`src/rtl/sram_ctrl_pkg.sv`:
```
// Shared types and sizing helpers for the asynchronous SRAM arbiter.
package sram_ctrl_pkg;

  localparam int ADDR_W = 20;
  localparam int DATA_W = 16;

  typedef enum logic [1:0] {
    IDLE,
    ACCESS,
    RECOVER
  } state_t;

  // Wait counter must hold WAIT_CYCLES and never collapse to zero bits.
  function automatic int wait_cnt_w(input int wait_cycles);
    int w;
    w = $clog2(wait_cycles + 1);
    return (w < 1) ? 1 : w;
  endfunction

endpackage

```
`src/rtl/sram_arbiter_rr.sv`:
```
// Two-way round-robin winner selection with a registered last-grant pointer.
module rr_arbiter2 (
  input  logic CLOCK_50,
  input  logic reset,
  input  logic req0,
  input  logic req1,
  input  logic grant_en,
  output logic grant_valid,
  output logic grant_sel,
  output logic last_grant
);

  always_comb begin
    grant_valid = req0 | req1;
    // Under contention the port that was not served last wins.
    if (req0 && req1) grant_sel = ~last_grant;
    else              grant_sel = req1;
  end

  always_ff @(posedge CLOCK_50) begin
    if (reset)         last_grant <= 1'b1;
    else if (grant_en) last_grant <= grant_sel;
  end

endmodule

```
`src/rtl/sram_arbiter.sv`:
```
// Round-robin two-port front end and strobe sequencer for the 1M x 16 async SRAM.
module sram_arbiter #(
  parameter int ADDR_W      = 20,
  parameter int DATA_W      = 16,
  parameter int WAIT_CYCLES = 1
) (
  input  logic              CLOCK_50,
  input  logic              reset,
  input  logic              req0,
  input  logic              req1,
  input  logic              we0,
  input  logic              we1,
  input  logic [ADDR_W-1:0] addr0,
  input  logic [ADDR_W-1:0] addr1,
  input  logic [DATA_W-1:0] wdata0,
  input  logic [DATA_W-1:0] wdata1,
  input  logic [1:0]        be0,
  input  logic [1:0]        be1,
  output logic              ack0,
  output logic              ack1,
  output logic [DATA_W-1:0] rdata,
  output logic [ADDR_W-1:0] SRAM_ADDR,
  output logic              SRAM_CE_N,
  output logic              SRAM_OE_N,
  output logic              SRAM_WE_N,
  output logic              SRAM_LB_N,
  output logic              SRAM_UB_N,
  output logic [DATA_W-1:0] sram_dq_out,
  output logic              sram_dq_oe,
  input  logic [DATA_W-1:0] sram_dq_in
);

  import sram_ctrl_pkg::*;

  localparam int CW = wait_cnt_w(WAIT_CYCLES);

  state_t          state;
  logic [CW-1:0]   wait_cnt;
  logic            lat_we;
  logic            lat_sel;

  logic            grant_valid;
  logic            grant_sel;
  logic            last_grant;
  logic            grant_en;

  logic              sel_we;
  logic [ADDR_W-1:0] sel_addr;
  logic [DATA_W-1:0] sel_wdata;
  logic [1:0]        sel_be;

  assign grant_en = (state == IDLE) && grant_valid;

  rr_arbiter2 u_arb (
    .CLOCK_50    (CLOCK_50),
    .reset       (reset),
    .req0        (req0),
    .req1        (req1),
    .grant_en    (grant_en),
    .grant_valid (grant_valid),
    .grant_sel   (grant_sel),
    .last_grant  (last_grant)
  );

  always_comb begin
    sel_we    = grant_sel ? we1    : we0;
    sel_addr  = grant_sel ? addr1  : addr0;
    sel_wdata = grant_sel ? wdata1 : wdata0;
    sel_be    = grant_sel ? be1    : be0;
  end

  // Strobes are launched from the winner's inputs on the grant edge so the
  // first ACCESS cycle already shows them; the latches cover later cycles.
  always_ff @(posedge CLOCK_50) begin
    if (reset) begin
      state       <= IDLE;
      wait_cnt    <= '0;
      lat_we      <= 1'b0;
      lat_sel     <= 1'b0;
      ack0        <= 1'b0;
      ack1        <= 1'b0;
      rdata       <= '0;
      SRAM_ADDR   <= '0;
      SRAM_CE_N   <= 1'b1;
      SRAM_OE_N   <= 1'b1;
      SRAM_WE_N   <= 1'b1;
      SRAM_LB_N   <= 1'b1;
      SRAM_UB_N   <= 1'b1;
      sram_dq_out <= '0;
      sram_dq_oe  <= 1'b0;
    end else begin
      case (state)
        IDLE: begin
          if (grant_valid) begin
            state     <= ACCESS;
            wait_cnt  <= CW'(WAIT_CYCLES);
            lat_we    <= sel_we;
            lat_sel   <= grant_sel;
            SRAM_ADDR <= sel_addr;
            SRAM_CE_N <= 1'b0;
            SRAM_OE_N <= sel_we;
            SRAM_WE_N <= ~sel_we;
            SRAM_LB_N <= ~sel_be[0];
            SRAM_UB_N <= ~sel_be[1];
            sram_dq_oe <= sel_we;
            if (sel_we) sram_dq_out <= sel_wdata;
          end
        end
        ACCESS: begin
          if (wait_cnt == '0) begin
            state     <= RECOVER;
            SRAM_CE_N <= 1'b1;
            SRAM_OE_N <= 1'b1;
            SRAM_WE_N <= 1'b1;
            SRAM_LB_N <= 1'b1;
            SRAM_UB_N <= 1'b1;
            if (!lat_we) rdata <= sram_dq_in;
            if (lat_sel) ack1 <= 1'b1;
            else         ack0 <= 1'b1;
          end else begin
            wait_cnt <= wait_cnt - CW'(1);
          end
        end
        RECOVER: begin
          state      <= IDLE;
          ack0       <= 1'b0;
          ack1       <= 1'b0;
          sram_dq_oe <= 1'b0;
        end
        default: state <= IDLE;
      endcase
    end
  end

endmodule

```
`config.mk`:
```
export PLATFORM = sky130hd
export DESIGN_NAME = sram_arbiter
export DESIGN_NICKNAME = d
export VERILOG_FILES = /design/src/rtl/sram_ctrl_pkg.sv /design/src/rtl/sram_arbiter_rr.sv /design/src/rtl/sram_arbiter.sv
export SDC_FILE = /design/constraint.sdc
export NUM_CORES = 1
export LEC_CHECK = 0
export ABC_AREA = 1
export CAP_MARGIN = 0
export CORE_ASPECT_RATIO = 1.4
export CORE_MARGIN = 2
export CORE_UTILIZATION = 28
export DETAILED_ROUTE_END_ITERATION = 12
export PLACE_DENSITY = 0.62
export SLEW_MARGIN = 15
export SYNTH_ARGS = -nofsm -noshare
export SYNTH_HDL_FRONTEND = slang
export SYNTH_SLANG_ARGS = --single-unit
```
`constraint.sdc`:
```
create_clock -name CLOCK_50 -period 2.8 [get_ports CLOCK_50]
set_clock_uncertainty 0.05 [all_clocks]
set_input_delay 0.7 -clock CLOCK_50 [delete_from_list [all_inputs] [get_ports CLOCK_50]]
set_output_delay 0.7 -clock CLOCK_50 [all_outputs]
set_load 0.01 [all_outputs]
```
## Word-level counts from Yosys, hierarchy flattened

Index checks and enable logic that the tools add are counted.
W data, S select, Z words.

| storage, ports and cells | value |
|---|---|
| register bits | 66 |
| bits in latches | 0 |
| bits in writable memories | 0 |
| memory bits (read-only) | 0 |
| input port bits | 98 |
| output and inout bits | 60 |
| logic and storage cells | 74 |
| memories kept | 0 |

| cells by class | value |
|---|---|
| $add $sub $neg | 1 |
| $mul | 0 |
| divide/modulo/power cells | 0 |
| $lt $le $gt $ge | 0 |
| equality and inequality tests | 6 |
| shifts and indexed selects | 0 |
| mux-type cells | 29 |
| bitwise logic cells | 7 |
| reductions and logical operators | 15 |

Operator list:

| kind | number |
|---|---|
| $mux W20 | 1 |
| $pmux W1 S2 | 9 |
| $mux W16 | 1 |
| $reduce_and A3 Y1 | 5 |
| $mux W1 | 14 |
| $ne A2 B2 Y1 const B | 4 |
| $reduce_and A2 Y1 | 4 |
| $mux W2 | 3 |
| $not A1 Y1 | 6 |
| $reduce_bool A2 Y1 | 3 |
| $pmux W2 S2 | 1 |
| $eq A2 B1 Y1 const B | 1 |
| $eq A2 B2 Y1 const B | 1 |
| $logic_and A1 B1 Y1 | 2 |
| $logic_not A2 Y1 | 1 |
| $or A1 B1 Y1 | 1 |
| $sub A1 B1 Y1 const B | 1 |

## Depth between registers and ports, before layout

| depth | value |
|---|---|
| depth after elaboration | 6 |
| mapped depth | 8 |
| mapped depth without buffers | 7 |

## Cells and area by module

From an unflattened synthesis, not the netlist that was laid out.

| second synthesis, totals | value |
|---|---|
| cells, all modules | 474 |
| area total of the unflattened synthesis | 3096.7 µm² |

By module, submodules not included:

| module | instances | cells an instance | area each (µm²) | sequential area each (µm²) |
|---|---|---|---|---|
| sram_arbiter | 1 | 466 | 3041.7 | 1301.2 |
| rr_arbiter2 | 1 | 8 | 55.1 | 20.0 |

## Worst setup path before layout

No wires, ideal clock.

| path | value |
|---|---|
| path type | input-to-reg |
| start point | input port req0 |
| end point | register sram_dq_out[10] |
| library setup time | 0.113 ns |
| arrival | 1.375 ns |
| data required time | 2.637 ns |
| setup slack | 1.262 ns |
| stages | 7 |
| path buffers | 1 |
| cell sequence | nand2_1 > nand2_2 > nand2_1 > nand3_4 > buf_2 > nor2_1 > nor2_1 |

| between the ends | value |
|---|---|
| word-level cells in the longest chain between the ends | 4 |
| elaborated cells between the ends (all ways) | 6 |
| classes of those cells | 3 x mux; 1 x bitwise; 2 x reduce/logical |

Ends and longest elaborated chain:

| what | RTL line | text |
|---|---|---|
| start: declaration | sram_arbiter.sv:9 | `input logic req0,` |
| $logic_and A1 B1 Y1 | sram_arbiter_rr.sv:16 | `if (req0 && req1) grant_sel = ~last_grant;` |
| $mux W1 | sram_arbiter_rr.sv:16 |  |
| $mux W1 | sram_arbiter.sv:66 | `sel_we = grant_sel ? we1 : we0;` |
| $reduce_and A3 Y1 (no line) | n/a |  |
| end signal: assignment | sram_arbiter.sv:106 | `if (sel_we) sram_dq_out <= sel_wdata;` |
| end: declaration | sram_arbiter.sv:28 | `output logic [DATA_W-1:0] sram_dq_out,` |

Parallel ways exist; a longest one is shown, timed or not.
A chain may end at the register's enable or synchronous reset.

## Worst setup path after layout

| path | value |
|---|---|
| start point | input port req1 |
| end point | register SRAM_ADDR[19] |

| between the ends | value |
|---|---|
| word-level cells in the longest chain between the ends | 3 |
| elaborated cells between the ends (all ways) | 5 |
| classes of those cells | 2 x mux; 1 x bitwise; 2 x reduce/logical |

Ends and longest elaborated chain:

| what | RTL line | text |
|---|---|---|
| start: declaration | sram_arbiter.sv:10 | `input logic req1,` |
| $logic_and A1 B1 Y1 | sram_arbiter_rr.sv:16 |  |
| $mux W1 | sram_arbiter_rr.sv:16 |  |
| $mux W20 | sram_arbiter.sv:67 | `sel_addr = grant_sel ? addr1 : addr0;` |
| end signal: assignment | sram_arbiter.sv:99 | `SRAM_ADDR <= sel_addr;` |
| end: declaration | sram_arbiter.sv:22 | `output logic [ADDR_W-1:0] SRAM_ADDR,` |

Parallel ways exist; a longest one is shown, timed or not.

==> reports/qor.csv <==
stage;metric;value;unit
placed_design;dp_hpwl;6.33;mm
yosys;syn_area_per_cell;6.60;um2
finish;drive_above_1_share;0.0490;
yosys;synth_cells;438;
setup_path;setup.worst_path.end_class;register;
pwr;cellLeakagePower;0.00214;uW
setup_path;critPathKind;in2reg;
floorplanning;row_count;43;
timing;fmax;504;MHz
floorplanning;die_w;89.9;um
clock_tree;htreeDepth;3;
finish;finalInstanceArea;4850;um2
placed_design;place_congestion;0.778;
finish;antenna_cells;0;
setup_path;required;2.97;ns
timing;timing.final.crit_share;0.709;
yosys;yosys.area_share.simple;0.347;
pwr;p_per_area;622;nW/um2
clock_tree;cts_buffers;9;
detailed_routing;vias;3145;
pwr;irDropWorstVdd;0.300;mV
job;drv_cap;0;
global_routing;grt_max_degree;44;
placed_design;post_dp_cell_area;4540;um2
timing;final-hold-violation-count;0;
timing;setup_viol;0;
global_routing;grt_pass1_vias;3155;
clock_tree;postCtsSetupRepairBufs;0;
detailed_routing;ant_nets;0;
yosys;syn_area;2890;um2
clock_tree;clk_pin_slew_worst_paths;0.05;ns
setup_path;worstPathMaxFanout;43;
finish;syn_to_final_growth;67.5;%
floorplanning;core-area;10000;um2
floorplanning;dieArea;11200;um2
timing;maxSlewViolCount;0;
yosys;muxShareOfSynthArea;0;
detailed_routing;drtPass1Iterations;4;
timing;tightest_slew;0.628;ns
global_routing;grt_pass1_wl;14.7;mm
floorplanning;io_pins;158;
min_path;min-delay-path-class;reg2reg;
yosys;synth-xor-area-share;0;
detailed_routing;drc_errors;0;
placed_design;io_buffers;157;
clock_tree;cts_hold_buf;0;
floorplanning;start_util;0.289;
yosys;synth_nets;536;
setup_path;ff2ff_setup_slack;1.30;ns
setup_path;crit_arrival;2.15;ns
floorplanning;die_h;124;um
timing;relSlewSlack;0.581;
global_routing;grt_use_total;0.162;
detailed_routing;routedWlPerCell;12.1;um
finish;layout.nets;685;
clock_tree;cts_root_buffer;clkbuf_16;
detailed_routing;via_per_inst;4.33;
yosys;ys_seq_area_frac;0.457;
clock_tree;clk_latency;0.32;ns
clock_tree;cts.sinks;66;
global_routing;grt_antenna_before_repair;0;
detailed_routing;drtIter0Drc;91;
clock_tree;cts.path.max_buffers;2;
timing;period_minus_slack;1.98;ns
global_routing;grt.overflow.total;0;
timing;rsz0062_at_grt;false;
yosys;ys_warn_count;0;
yosys;synth_compound_area_frac;0.111;
yosys;synth_top_family_by_area;simple AND/OR/NAND/NOR gates;
setup_path;max_stage_delay;0.54;ns
clock_tree;postCtsResizedCells;0;
detailed_routing;drt-total-wl;8.80;mm
yosys;ys_types;17;
setup_path;cpMaxStageDelayCell;clkdlybuf4s50_1;
outcome;outcome;finished clean;
yosys;synthAdderAreaFrac;0;
setup_path;worstSetupStartpointType;primary input;
yosys;synth-seq-cells;66;
timing;fin_setup_tns;0;ns
clock_tree;cts_tree;built;
setup_path;crit_chain;clkdlybuf4s50_1, nor2_2, nor2_8, buf_4, nand2_1, a21oi_1, nor2_1;
layer usage:
layer | share of wire | up-vias | global-route usage | wire length, um
met3 | 0.068 | 14 | 0.0466 | 597
met2 | 0.49 | 106 | 0.283 | 4290
met4 | 0.024 | 0 | 0.0796 | 213
met5 | 0 | - | 0 | 0
li1 | - | 1647 | - | -
met1 | 0.42 | 1378 | 0.178 | 3690
state kept, by name, indices dropped and copies added (netlist names), 2 cells and up:
name / flops
SRAM_ADDR: 20
rdata: 16
sram_dq_out: 16
state: 2
through the flow:
| step | std cells | utilization | total power, uW | hold WS, ns | setup WS, ns |
|---|---|---|---|---|---|
| 2_1_floorplan | 438 | - | 1500 | 0.379 | 1.26 |
| 3_3_place_gp | 711 | 0.454 | 1900 | 0.387 | 0.491 |
| 3_5_place_dp | 711 | 0.454 | 1910 | 0.395 | 0.450 |
| 4_1_cts | 727 | 0.484 | 3060 | 0.409 | 0.790 |
| 5_1_grt | 727 | 0.484 | 3200 | 0.449 | 0.648 |
| 6_report | 727 | 0.484 | 3020 | 0.403 | 0.815 |
synthesized netlist by cell type:
cell type / instances / area, um2
nand3_1: 11 / 55.1
buf_2: 15 / 75.1
a21oi_1: 25 / 125
nor2_1: 92 / 345
nand4_1: 1 / 6.26
o21ai_0: 39 / 195
buf_4: 2 / 15.0
nand2_1: 144 / 541
buf_6: 2 / 22.5
nand3_4: 1 / 17.5
inv_1: 27 / 101
inv_2: 4 / 15.0
nor2_2: 2 / 12.5
nand2_2: 1 / 6.26
dfxtp_1: 66 / 1320
nor2_8: 1 / 20.0
clkbuf_1: 5 / 18.8
cells in the final DEF (no fill, tap or decap):
master / Yosys / routed
nand2_1: 144 / 144
nand2_2: 1 / 1
clkinv_1: 0 / 1
clkbuf_16: 0 / 9
nor2_1: 92 / 92
dfxtp_1: 66 / 66
inv_1: 27 / 26
bufinv_16: 0 / 1
nand3_1: 11 / 11
nand3_4: 1 / 1
clkinvlp_4: 0 / 2
clkbuf_8: 0 / 2
clkdlybuf4s50_1: 0 / 157
nor2_2: 2 / 2
nand4_1: 1 / 1
buf_4: 2 / 5
clkbuf_1: 5 / 1
clkinv_2: 0 / 1
nor2_8: 1 / 1
inv_2: 4 / 4
o21ai_0: 39 / 39
a21oi_1: 25 / 25
final timing paths:
kind,startpoint,endpoint,cells after the start
hold / removal,SRAM_CE_N,SRAM_CE_N,2
hold reg to reg,SRAM_CE_N,SRAM_CE_N,2
setup reg to reg,state[0],rdata[11],6
setup / recovery,req1,SRAM_ADDR[19],7
final cells by class:
cell class                 instances  area (um2)
fill                            1031        5160
clock inverter                     4        50.0
timing repair buffer             162        1610
multi-input combinational        317        1320
tap                              135         169
sequential                        66        1320
clock buffer                      12         256
inverter                          31         116
logic make-up (layout without fill, tap and decap cells):
kind of cell,Yosys count,in the layout
compound gates,64,64
buf+inv,55,209
flops,66,66
simple gates,253,253
where the power goes:
group	internal [uW]	switching (uW)
combinational	406	363
clock	736	395
sequential	1050	60.9
total	2200	820
worst max-delay path: cells and delay by family:
family | cells | cell delay [ns]
AND/OR/NAND/NOR | 4 | 0.38
buffers and inverters | 2 | 0.90
AO/OA/AOI/OAI | 1 | 0.15
No activity file was read; power rests on OpenSTA's default activity.
==> edit 1 (config.mk and constraints unchanged) <==
`ADDR_W` is set to 20 in 2 places; all go to 16.
--- a/src/rtl/sram_ctrl_pkg.sv
+++ b/src/rtl/sram_ctrl_pkg.sv
@@ -1,7 +1,7 @@
 // Shared types and sizing helpers for the asynchronous SRAM arbiter.
 package sram_ctrl_pkg;
 
-  localparam int ADDR_W = 20;
+  localparam int ADDR_W = 16;
   localparam int DATA_W = 16;
 
   typedef enum logic [1:0] {
--- a/src/rtl/sram_arbiter.sv
+++ b/src/rtl/sram_arbiter.sv
@@ -1,6 +1,6 @@
 // Round-robin two-port front end and strobe sequencer for the 1M x 16 async SRAM.
 module sram_arbiter #(
-  parameter int ADDR_W      = 20,
+  parameter int ADDR_W      = 16,
   parameter int DATA_W      = 16,
   parameter int WAIT_CYCLES = 1
 ) (
Interface: changed (resized SRAM_ADDR, addr0 and addr1); port bits go from 158 to 146. No check against the original RTL was run, so the function may have changed too.
==> edit 1 against the unedited design <==
  * Synthesized cell count down 2.1%
  * Area after synthesis fell by 4.1%
  * Sequential cell count shrank 4
  * Total power shrank 3.8%
  * Routed wire length decreased by 10%
  * Maximum frequency fell by 8.2%
  * Die area is 3.9% lower
  * Setup slack got worse by 0.18 ns
  * Sequential share of layout area down 0.41 points
  * Non-clock buffer count decreased by 12
  * Final area fell by 4.6%
  * Critical endpoint is now sram_dq_out[6]
==> edit 1: results (changes against the unedited design) <==
.. list-table::
   :header-rows: 1

   * - Metric
     - Value
   * - Outcome
     - complete, no violations (unchanged)
   * - Highest cell delay on the worst timing path
     - 0.51 ns (was 0.54 ns)
   * - Pin count of the biggest net entering global routing
     - 41 (was 44)
   * - Max rail drop VDD
     - 0.0003125 V (was 0.0003004 V)
   * - Initial DRC count
     - 105 (was 91)
   * - Final Net Count
     - 659 (was 685)
   * - Crit path DAT
     - 2.33 ns (was 2.15 ns)
   * - Via Count
     - 2964 (was 3145)
   * - Gp weighted congestion
     - 0.7103 (was 0.7775)
   * - Portion of total power attributed to the clock network
     - 40.8% (was 37.5%)
   * - Net load switching power
     - 0.7411 mW (was 0.8197 mW)
   * - LEAKAGE
     - 2.089 nW (was 2.142 nW)
   * - Biggest area contributors in the synthesized netlist
     - dfxtp_1 45%, nand2_1 25%, nor2_1 9.6% (was dfxtp_1 46%, nand2_1 19%, nor2_1 12%)
   * - PortBufs
     - 145 (was 157)
   * - Worst slew pin tran
     - 0.5736 ns (was 0.6279 ns)
   * - Power in sequential cells
     - 1.03 mW (was 1.12 mW)
   * - GRT Util Overall
     - 14.65% (was 16.16%)
   * - Global-route wire length before repair
     - 12.32 mm (was 14.67 mm)
   * - CP max FO
     - 35 (was 43)
   * - Number of unique standard cell types used by synthesis
     - 18 (was 17)
   * - Synth cell count leaders
     - 188 x nand2_1, 71 x nor2_1, 62 x dfxtp_1, 30 x inv_1, 22 x o21ai_0 (was 144 x nand2_1, 92 x nor2_1, 66 x dfxtp_1, 39 x o21ai_0, 27 x inv_1)
   * - Detailed Route WL
     - 7.874 mm (was 8.795 mm)
   * - Sequential cell area fraction in the yosys report
     - 44.72% (was 45.67%)
   * - Share of final-layout standard cells stronger than drive strength 1
     - 4.887% (was 4.899%)
   * - Cell area after placement
     - 0.004299 mm^2 (was 0.004539 mm^2)
   * - Number of nets in the synthesized netlist
     - 519 (was 536)
   * - Largest regs
     - SRAM_ADDR: 16 flops, rdata: 16 flops, sram_dq_out: 16 flops (was SRAM_ADDR: 20 flops, rdata: 16 flops, sram_dq_out: 16 flops)
   * - Worst Reg2Reg Path Length in Cells
     - 8 (was 6)
   * - Pre-CTS WS
     - 0.3087 ns (was 0.4499 ns)
## edit 1: cell count changes after synthesis, moves of 2 or more
cell and change:
o21ai_0 -17, inv_2 -2, nor2_1 -21, buf_6 +2, a21oi_1 -4, inv_1 +3, buf_2 -7, dfxtp_1 -4
buf_4 +2, nand2_1 +44, nand3_1 -6
## edit 1: critical path: cells and delay by family
family	cells	cell delay [ns]
simple gates	7	0.83
buf+inv	2	0.77
## edit 1: area by class of cell
cell class,count,area [um^2]
Fill cell,1018,5170
Timing Repair Buffer,150,1489
Multi-Input combinational cell,314,1280
Sequential cell,62,1241
Clock buffer,11,252.7
Tap cell,135,168.9
Inverter,32,120.1
Clock inverter,4,70.07
## edit 1: final timing paths
path,start,endpoint,slack [ns]
max,req0,sram_dq_out[6],0.64
min,u_arb.last_grant,u_arb.last_grant,0.41
max reg2reg,u_arb.last_grant,sram_dq_out[6],1.23
min reg2reg,u_arb.last_grant,u_arb.last_grant,0.41
## edit 1: stage by stage
step | utilization, % | instances
after floorplan | - | 429
after global placement | 43.90 | 693
after detailed placement | 43.90 | 693
after CTS | 47.20 | 708
after global routing | 47.20 | 708
final | 47.20 | 708
## edit 1: cell families (layout without fill, tap and decap cells)
group,Yosys count,in the layout,share of synthesized area [%]
buffers and inverters,53,197,9.152
and+or+nand+nor,270,270,38.19
DFF,62,62,44.72
AOI/OAI and AO/OA,44,44,7.935
## edit 1: per-layer routing
metal	part of all wire, %	GRT usage (%)	wire [um]
met1	40	15.20	3173
met2	51	26.94	4046
met3	7.1	5.352	562
met4	1.2	4.545	91
met5	0	0	0
==> edit 2 (same flow settings) <==
Without the edit above. Re-encode `state_t` (3 states) as one-hot, 3 bits wide.
--- a/src/rtl/sram_ctrl_pkg.sv
+++ b/src/rtl/sram_ctrl_pkg.sv
@@ -4,10 +4,10 @@
   localparam int ADDR_W = 20;
   localparam int DATA_W = 16;
 
-  typedef enum logic [1:0] {
-    IDLE,
-    ACCESS,
-    RECOVER
+  typedef enum logic [2:0] {
+    IDLE    = 3'b001,
+    ACCESS  = 3'b010,
+    RECOVER = 3'b100
   } state_t;
 
   // Wait counter must hold WAIT_CYCLES and never collapse to zero bits.
Behaviour: same outputs for any inputs over 10 cycles, from zero or initial values and one cycle with reset high; not proved beyond that.
==> edit 2 against the unedited design <==
  * Setup slack got worse by 0.14 ns
  * Total power shrank 0.61%
  * Sequential cell count is 1 higher
  * Count of clock-buffer cells in the layout fell by 1
  * Final area up 3.6%
  * Sequential share of layout area fell by 0.54 points
  * Critical endpoint is now SRAM_ADDR[0]
  * Die area grew 6.2%
  * Routed wire length up 2.7%
  * Via count increased by 2.2%
  * Area after synthesis grew 6.4%
==> edit 2: results (changes against the unedited design) <==
.. list-table::
   :header-rows: 1

   * - Metric
     - Value
   * - Pre-CTS WS
     - 0.3100 ns (was 0.4499 ns)
   * - LEAKAGE
     - 2.200 nW (was 2.142 nW)
   * - Max rail drop VDD
     - 0.0003091 V (was 0.0003004 V)
   * - Gp weighted congestion
     - 0.7953 (was 0.7775)
   * - Residual DRC
     - 0 (unchanged)
   * - Congestion Overflow GR
     - 0 (unchanged)
   * - CP max FO
     - 25 (was 43)
   * - Routed wire length on met2
     - 4.649 mm (was 4.294 mm)
   * - Pin count of the biggest net entering global routing
     - 46 (was 44)
   * - Number of nets in the synthesized netlist
     - 550 (was 536)
   * - Vias in the first global route
     - 2982 (was 3155)
   * - Routing usage on met2
     - 26.15% (was 28.30%)
   * - Biggest area contributors in the synthesized netlist
     - dfxtp_1 44%, nand2_1 19%, nor2_1 11% (was dfxtp_1 46%, nand2_1 19%, nor2_1 12%)
   * - Sequential cell area fraction in the yosys report
     - 43.58% (was 45.67%)
   * - Half-perimeter wire length of the detailed placement result
     - 6.651 mm (was 6.329 mm)
   * - Global-route wire length before repair
     - 13.90 mm (was 14.67 mm)
   * - Synth cell count leaders
     - 155 x nand2_1, 88 x nor2_1, 67 x dfxtp_1, 26 x a21oi_1, 24 x inv_1 (was 144 x nand2_1, 92 x nor2_1, 66 x dfxtp_1, 39 x o21ai_0, 27 x inv_1)
   * - Crit path DAT
     - 2.30 ns (was 2.15 ns)
   * - Metal-1 WL
     - 3.504 mm (was 3.689 mm)
   * - Detail Route met3 WL
     - 700 um (was 597 um)
   * - GRT Util Overall
     - 14.90% (was 16.16%)
   * - Initial DRC count
     - 103 (was 91)
   * - Via-per-instance ratio
     - 4.314 (was 4.326)
   * - Slowest CP cell
     - clkdlybuf4s50_1 (unchanged)
   * - Met3 Resource Use GR
     - 5.820% (was 4.658%)
   * - Final Net Count
     - 698 (was 685)
   * - Grt met1 use
     - 15.66% (was 17.79%)
   * - Outcome
     - complete, no violations (unchanged)
   * - Number of fill cells
     - 1062 (was 1031)
   * - Highest cell delay on the worst timing path
     - 0.57 ns (was 0.54 ns)
   * - Share of final-layout standard cells stronger than drive strength 1
     - 5.298% (was 4.899%)
[edit 2: changes by cell type in the layout (fill, tap and decap cells not counted), moves of 2 or more]
cell / before / now
nand3b_1: 0 / 18
o21ai_0: 39 / 22
nand2_1: 144 / 155
nor2_1: 92 / 88
inv_1: 26 / 23
buf_4: 5 / 3
nand2_4: 0 / 2
nand3_1: 11 / 13
[edit 2: cell families (layout without fill, tap and decap cells)]
family	Yosys count	after routing	synth area share [%]
AOI/OAI and AO/OA	48	48	7.805
buffers and inverters	52	204	8.089
DFF	67	67	43.58
and+or+nand+nor	285	285	40.53
[edit 2: power breakdown]
group          internal [mW]  total (mW)  switching [mW]
clock network          0.708        1.11           0.407
logic                  0.400       0.760           0.360
registers               1.06        1.12          0.0613
[edit 2: per-stage QoR]
step	area, um^2	instances
after floorplan	3078	452
after CTS	5019	745
after global placement	4725	730
final	5019	745
after detailed placement	4725	730
after global routing	5019	745
[edit 2: worst paths after layout]
check	startpoint	to	slack, ns
worst max register to register	state[1]	SRAM_ADDR[0]	1.20
worst min-delay path	SRAM_CE_N	SRAM_CE_N	0.40
worst max-delay path	req1	SRAM_ADDR[0]	0.67
worst min register to register	SRAM_CE_N	SRAM_CE_N	0.40
[edit 2: area by class of cell]
type                       instances  area [um^2]  share of cell area (%)
clock buffer                      11        242.7                   4.837
clock inverter                     4        51.30                   1.022
inverter                          28        105.1                   2.094
timing repair buffer             161         1614                   32.16
tap                              141        176.4                   3.515
sequential                        67         1341                   26.73
multi-input combinational        333         1488                   29.64
[edit 2: tightest hold or removal path, cell delays in order (launching register included)]
cell and delay [ns]:
dfxtp_1 0.31, nand2_1 0.06, nand2_1 0.04
